$ cat src/rtl/mem_host_arb_pkg.sv
// Shared types and helpers for the two-host RAM arbiter.
package mem_host_arb_pkg;

  typedef enum logic {HostA = 1'b0, HostB = 1'b1} host_e;

  typedef struct packed {
    logic        we;
    logic [3:0]  be;
    logic [31:0] addr;
    logic [31:0] wdata;
  } cmd_t;

  localparam int unsigned DEPTH_DEF = 128;

  // Word index addr[31:2] must fall below the RAM depth.
  function automatic logic in_range(input logic [31:0] addr, input int unsigned depth);
    return ({2'b00, addr[31:2]} < 32'(depth));
  endfunction

endpackage

$ cat src/rtl/rr_arb2.sv
// Two-way round-robin arbiter; the host granted most recently loses the next tie.
module rr_arb2
  import mem_host_arb_pkg::*;
(
  input  logic       clk_i,
  input  logic       rst_ni,
  input  logic [1:0] req_i,
  output logic [1:0] gnt_o,
  output host_e      win_o,
  output logic       any_o
);

  host_e r_last;
  host_e w_win;

  always_comb begin
    w_win = HostA;
    if (req_i == 2'b11)       w_win = (r_last == HostA) ? HostB : HostA;
    else if (req_i[1])        w_win = HostB;
  end

  assign any_o = |req_i;
  assign win_o = w_win;
  assign gnt_o = any_o ? ((w_win == HostB) ? 2'b10 : 2'b01) : 2'b00;

  // Reset to B so the first tie after reset goes to A.
  always_ff @(posedge clk_i or negedge rst_ni) begin
    if (!rst_ni)    r_last <= HostB;
    else if (any_o) r_last <= w_win;
  end

endmodule

$ cat src/rtl/mem_host_arb.sv
// Arbitrates two Ibex-style hosts onto one single-port RAM and routes each
// response back to its issuer; out-of-range accesses complete locally with err.
module mem_host_arb
  import mem_host_arb_pkg::*;
#(
  parameter int unsigned Depth = DEPTH_DEF
) (
  input  logic        clk_i,
  input  logic        rst_ni,

  input  logic        a_req_i,
  output logic        a_gnt_o,
  input  logic        a_we_i,
  input  logic [3:0]  a_be_i,
  input  logic [31:0] a_addr_i,
  input  logic [31:0] a_wdata_i,
  output logic        a_rvalid_o,
  output logic [31:0] a_rdata_o,
  output logic        a_err_o,

  input  logic        b_req_i,
  output logic        b_gnt_o,
  input  logic        b_we_i,
  input  logic [3:0]  b_be_i,
  input  logic [31:0] b_addr_i,
  input  logic [31:0] b_wdata_i,
  output logic        b_rvalid_o,
  output logic [31:0] b_rdata_o,
  output logic        b_err_o,

  output logic        ram_req_o,
  output logic        ram_we_o,
  output logic [3:0]  ram_be_o,
  output logic [31:0] ram_addr_o,
  output logic [31:0] ram_wdata_o,
  input  logic        ram_rvalid_i,
  input  logic [31:0] ram_rdata_i
);

  logic [1:0] w_gnt;
  host_e      w_win;
  logic       w_any;
  cmd_t       w_cmd_a, w_cmd_b, w_cmd, w_fwd;
  logic       w_inrange;
  logic       w_fwd_req;

  logic       r_pend;
  host_e      r_owner;
  logic       r_err;

  rr_arb2 u_arb (
    .clk_i  (clk_i),
    .rst_ni (rst_ni),
    .req_i  ({b_req_i, a_req_i}),
    .gnt_o  (w_gnt),
    .win_o  (w_win),
    .any_o  (w_any)
  );

  assign a_gnt_o = w_gnt[0];
  assign b_gnt_o = w_gnt[1];

  assign w_cmd_a = '{we: a_we_i, be: a_be_i, addr: a_addr_i, wdata: a_wdata_i};
  assign w_cmd_b = '{we: b_we_i, be: b_be_i, addr: b_addr_i, wdata: b_wdata_i};
  assign w_cmd   = (w_win == HostB) ? w_cmd_b : w_cmd_a;

  assign w_inrange = in_range(w_cmd.addr, Depth);
  assign w_fwd_req = w_any && w_inrange;
  assign w_fwd     = w_fwd_req ? w_cmd : '0;

  assign ram_req_o   = w_fwd_req;
  assign ram_we_o    = w_fwd.we;
  assign ram_be_o    = w_fwd.be;
  assign ram_addr_o  = w_fwd.addr;
  assign ram_wdata_o = w_fwd.wdata;

  always_ff @(posedge clk_i or negedge rst_ni) begin
    if (!rst_ni) begin
      r_pend  <= 1'b0;
      r_owner <= HostA;
      r_err   <= 1'b0;
    end else begin
      r_pend  <= w_any;
      r_owner <= w_any ? w_win : HostA;
      r_err   <= w_any && !w_inrange;
    end
  end

  // Responses come purely from tracking state; ram_rvalid_i never gates them,
  // so a stray RAM rvalid cannot reach a host.
  logic w_a_own, w_b_own;
  assign w_a_own = r_pend && (r_owner == HostA);
  assign w_b_own = r_pend && (r_owner == HostB);

  assign a_rvalid_o = w_a_own;
  assign a_err_o    = w_a_own && r_err;
  assign a_rdata_o  = (w_a_own && !r_err) ? ram_rdata_i : 32'h0;
  assign b_rvalid_o = w_b_own;
  assign b_err_o    = w_b_own && r_err;
  assign b_rdata_o  = (w_b_own && !r_err) ? ram_rdata_i : 32'h0;

  always @(posedge clk_i) begin
    if (rst_ni) begin
      assert (!(ram_rvalid_i && !(r_pend && !r_err)))
        else $warning("mem_host_arb: ram_rvalid_i with no forwarded request pending");
    end
  end

endmodule
$ cat config.mk
export PLATFORM = sky130hd
export DESIGN_NAME = mem_host_arb
export DESIGN_NICKNAME = d
export VERILOG_FILES = /design/src/rtl/mem_host_arb_pkg.sv /design/src/rtl/rr_arb2.sv /design/src/rtl/mem_host_arb.sv
export SDC_FILE = /design/constraint.sdc
export NUM_CORES = 1
export LEC_CHECK = 0
export BUFFER_PORTS_ARGS = -buffer_cell sky130_fd_sc_hd__buf_4
export CAP_MARGIN = 30
export CORE_AREA = 2 2 122 124
export CTS_CLUSTER_SIZE = 28
export DETAILED_ROUTE_END_ITERATION = 12
export DIE_AREA = 0 0 124 126
export GPL_ROUTABILITY_DRIVEN = 0
export GPL_TIMING_DRIVEN = 0
export SLEW_MARGIN = 20
export SYNTH_ARGS = -nofsm -noshare
export SYNTH_HDL_FRONTEND = slang
export SYNTH_SLANG_ARGS = --single-unit
export TNS_END_PERCENT = 50
$ cat constraint.sdc
create_clock -name clk_i -period 5 [get_ports clk_i]
set_input_delay 1 -clock clk_i [delete_from_list [all_inputs] [get_ports clk_i]]
set_output_delay 1 -clock clk_i [all_outputs]
set_load 0.05 [all_outputs]
* After elaboration in Yosys (flattened, before gate mapping)
Index checks and enable logic that the tools add are counted.
** Storage, ports and cells
- Word-level logic and storage cells :: 28
- Input bits :: 175
- Register bits :: 4
- Output and inout port bits :: 140
** Cells by class
- Bitwise logic cells :: 1
- $lt $le $gt $ge :: 1
- Mux-type cells :: 10
- Equal/unequal tests :: 1
- Reduce and logical (&&, ||, !) cells :: 11
** Operator list (number)
- $mux W69 :: 2
- $mux W32 :: 2
- $lt A30 B8 Y1 const B :: 1
- $logic_and A1 B1 Y1 :: 8
- $mux W1 :: 4
- $mux W2 :: 2
- $eq A2 B2 Y1 const B :: 1
- $logic_not A1 Y1 :: 2
- $reduce_or A2 Y1 :: 1
- $not A1 Y1 :: 1

* Longest topological paths before layout
- Word-level depth :: 6
- Gate-level depth with buffers :: 8
- Gate-level depth less buffers :: 6

* Modules after synthesis
A second synthesis with hierarchy kept.
** Unflattened totals
- Cells, all modules :: 238
- Area total of the unflattened synthesis :: 1795.5 sq um
** By module, submodules not included
- mem_host_arb :: sequential area each 75.1 sq um, instances 1, cells an instance 230, area an instance 1727.9 sq um
- rr_arb2 :: sequential area each 26.3 sq um, instances 1, cells an instance 8, area an instance 67.6 sq um

* Worst setup path before layout
Ideal clock, no wire load.
- Path type :: in2out
- From :: in b_req_i
- To :: out ram_addr_o[5]
- Stages :: 5
- Slack :: 1.391 ns
- Buffers on the path :: 1
- Arrival :: 2.609 ns
- Required time :: 4.000 ns
- Path through :: a21bo_2 -> clkinv_2 -> clkbuf_1 -> nand2_1 -> a21oi_2
** On the way
- Cells in the longest elaborated chain, start to end :: 6
** Ends and longest elaborated chain
- from (decl) :: RTL line mem_host_arb.sv:21 : input logic b_req_i,
- $eq A2 B2 Y1 or $mux W1 (tied branches) :: RTL line rr_arb2.sv:18, rr_arb2.sv:19
- $mux W1 :: RTL line rr_arb2.sv:18 : if (req_i == 2'b11) w_win = (r_last == HostA) ? HostB : HostA;
- $mux W69 :: RTL line mem_host_arb.sv:65 : assign w_cmd = (w_win == HostB) ? w_cmd_b : w_cmd_a;
- $lt A30 B8 Y1 :: RTL line mem_host_arb_pkg.sv:17 : return ({2'b00, addr[31:2]} < 32'(depth));
- $logic_and A1 B1 Y1 :: RTL line mem_host_arb.sv:68 : assign w_fwd_req = w_any && w_inrange;
- $mux W69 * :: RTL line mem_host_arb.sv:69 : assign w_fwd = w_fwd_req ? w_cmd : '0;
- to (decl) :: RTL line mem_host_arb.sv:34 : output logic [31:0] ram_addr_o,
Every way passes the cells marked *; elsewhere a longest branch is shown, timed or not.

* Worst setup path in the final report
- From :: in b_addr_i[31]
- To :: out ram_wdata_o[25]
** On the way
- Cells in the longest elaborated chain, start to end :: 4
** Ends and longest elaborated chain
- from (decl) :: RTL line mem_host_arb.sv:25 : input logic [31:0] b_addr_i,
- $mux W69 :: RTL line mem_host_arb.sv:65
- $lt A30 B8 Y1 :: RTL line mem_host_arb_pkg.sv:17
- $logic_and A1 B1 Y1 :: RTL line mem_host_arb.sv:68
- $mux W69 :: RTL line mem_host_arb.sv:69
- to (decl) :: RTL line mem_host_arb.sv:35 : output logic [31:0] ram_wdata_o,
No other way between the ends.

==> reports/metrics.cfg <==
[status]
run_status=finished clean

[logic_synthesis]
synth_seq_cells=4
synthesis.area_mm2=0.001684
fraction_of_the_yosys_area_taken_by_sequential_cells_pct=6.018
syn-instance-count=288
synthDistinctLibCells=24
avgSynthCellArea_um2=5.848
ys.warnings.count=0

[cts]
clock_tree_from_tritoncts=done
root_cell_of_the_clock_tree=clkbuf_16
cts_max_path_buffers=2
clock_slew_at_the_register_clock_pins_of_the_worst_setup_and_hold_paths_ps=30
ctsHtreeMaxLevel=1
post_cts_resized=0
clkLatencyLatePin_ps=220
numClockSinks=4
cts_hold_buffers=0
cts.repair_timing.setup_buffer_count=0
numCtsBuffers=3

[timing]
timing.max_slew.rel_slack_pct=62.77
worst-slew-pin-transition_ps=558.4
max_freq_mhz=273.2
timing.final.max_slew_violations=0
final.period_utilization_pct=73.20
timing.hold.ws_ps=496.6
finalClockSkew_ps=0.8907
hold_viol=0
grt_setup_unrepaired=no
setup_total_negative_slack_ps=0
setup_viol=0
finalCriticalPeriod_ps=3660

[finish]
finalCoreUtilization_pct=29.71
final_net_count=780
n_antenna_cell=0
finish.cell_count_without_fillers=788
synthToLayoutAreaGrowth_pct=152.5
drive_above_1_share_pct=58.94

[power]
p_int_mw=0.2873
static-leakage-power_nw=2.300
sequentialPowerShare_pct=7.6
pwr_density_cell_mw_per_mm2=117.9
total_power_mw=0.5013
switching_power_mw=0.2140
p_sw_share_pct=42.69
share_clk_of_total_power_pct=25.7
vdd_ir_drop_max_v=0.00008026
power.combinational.fraction_pct=66.7

[detailed_routing]
vias=3004
dr.pass1.iters=4
postRouteWirelength_um=9808
drcViolationCount=0
detail_route.wl_per_cell_um=12.45
detail-route-antenna-nets=0
vias_cell=3.812
detailedRoute.firstIterationViolations=74

[grt]
grt_pass1_wl_um=13680
first_global_vias=2777
grt_overflow=0
grt_util_all_layers_pct=11.01
maximum_number_of_pins_on_one_net_before_global_route_repair=12
antenna_found_initial=0

[hold_path]
worstHoldPathType=reg -> reg

[flow_run]
cap_violations=0

[worst_setup_path]
endpoint_kind=primary output
crit_path_start_kind=input port
required_ps=4000
path_max_fanout=10
category_of_the_critical_setup_timing_path=in -> out
critPathArrivalTime_ps=2660

[place]
dp.final_hpwl_um=8815
input_output_buffers=290
dp_cells=784

[die]
fp.dieH_um=126
placement_rows=44
initial_utilization_pct=11.77
core_area_mm2=0.01431
fp.dieW_um=124
die_ar_mm2=0.01562
i_o_pin_total=315

-- power groups by stage --
| stage | combinational, mW | clock [mW] | sequential, mW |
|---|---|---|---|
| finish | 0.335 | 0.129 | 0.0381 |
| global route | 0.361 | 0.132 | 0.0385 |
| CTS | 0.338 | 0.130 | 0.0381 |
| detailed placement | 0.337 | 0 | 0.0384 |
| global placement | 0.336 | 0 | 0.0384 |
| floorplan | 0.183 | 0 | 0.0380 |
-- Yosys cell counts --
library cell	count	share of area [%]
nand2_1	94	21
and2_1	66	25
a21oi_2	29	15
buf_4	24	11
a21oi_1	18	5.3
clkbuf_1	14	3.1
nor4_1	10	3.7
nor2_1	7	1.6
buf_6	4	2.7
dfrtp_1	3	4.5
nor2b_1	3	1.1
buf_2	2	0.59
nand4_1	2	0.74
nor3_1	2	0.59
a21bo_2	1	0.59
and3_1	1	0.37
clkinv_2	1	0.30
conb_1	1	0.22
dfstp_2	1	1.6
inv_1	1	0.22
inv_2	1	0.22
mux2i_1	1	0.59
o21a_1	1	0.45
o21ai_1	1	0.30
-- worst max-delay path, stage by stage --
cell and delay, ps:
buf_4 110, nor4_1 400, mux2i_1 160, nor2_1 150
o21ai_1 130, buf_6 170, buf_6 150, a21oi_2 140
buf_4 220
-- stage by stage --
stage          cell area [µm²]  setup slack (ps)
2_1_floorplan             1767              1391
3_3_place_gp              4174              1305
3_5_place_dp              4174              1311
4_1_cts                   4253              1303
5_1_grt                   4253              1227
6_report                  4253              1340
-- cell families (layout without fill, tap and decap cells) --
logic type      count (synthesis)  count (layout)  synth area share [%]
compound gates                 50              50                 21.77
buf+inv                        47             341                 17.83
flops                           4               4                 6.018
mux                             1               1                0.5944
other cells                     1              23                0.2227
simple gates                  185             185                 53.57
-- cell usage in the layout, fill, tap and decap left out, types with 2 or more instances in the layout --
cell | synthesis | layout
a21oi_1 | 18 | 18
a21oi_2 | 29 | 29
and2_1 | 66 | 66
buf_2 | 2 | 2
buf_4 | 24 | 314
buf_6 | 4 | 4
clkbuf_1 | 14 | 15
clkbuf_16 | 0 | 3
conb_1 | 1 | 23
dfrtp_1 | 3 | 3
nand2_1 | 94 | 94
nand4_1 | 2 | 2
nor2_1 | 7 | 7
nor2b_1 | 3 | 3
nor3_1 | 2 | 2
nor4_1 | 10 | 10
-- worst paths after layout --
check	to	cells past startpoint	startpoint	slack, ps
max	ram_wdata_o[25]	9	b_addr_i[31]	1340
max reg2reg	r_err$_DFF_PN0_	5	u_arb.r_last$_DFFE_PN1N_	3590
min in group asynchronous	r_owner$_DFF_PN0_	1	rst_ni	560
min reg2reg	u_arb.r_last$_DFFE_PN1N_	2	u_arb.r_last$_DFFE_PN1N_	500
min	u_arb.r_last$_DFFE_PN1N_	2	u_arb.r_last$_DFFE_PN1N_	500
max in group asynchronous	u_arb.r_last$_DFFE_PN1N_	1	rst_ni	4250
-- state kept, by name (all words and copies together), names as in the netlist --
signal and flops:
r_pend 1, u_arb.r_last 1, r_err 1, r_owner 1
-- cell type report --
cell class | instances | area [µm²]
fillers | 1647 | 10060
repair buffers | 290 | 2177
multi-input cells | 259 | 1365
plain buffers | 44 | 287.8
well taps | 184 | 230.2
flip-flops and latches | 4 | 101.3
clock buffers | 4 | 78.83
inverters | 3 | 12.51
-- metal layers --
metal	up-vias	share of wire, %	global-route usage [%]
met5	-	0	0
met4	0	0.98	1.718
met3	6	12	2.582
met2	192	52	21.75
met1	1303	35	11.77
li1	1503	-	-
No activity file was read; power rests on OpenSTA's default activity.
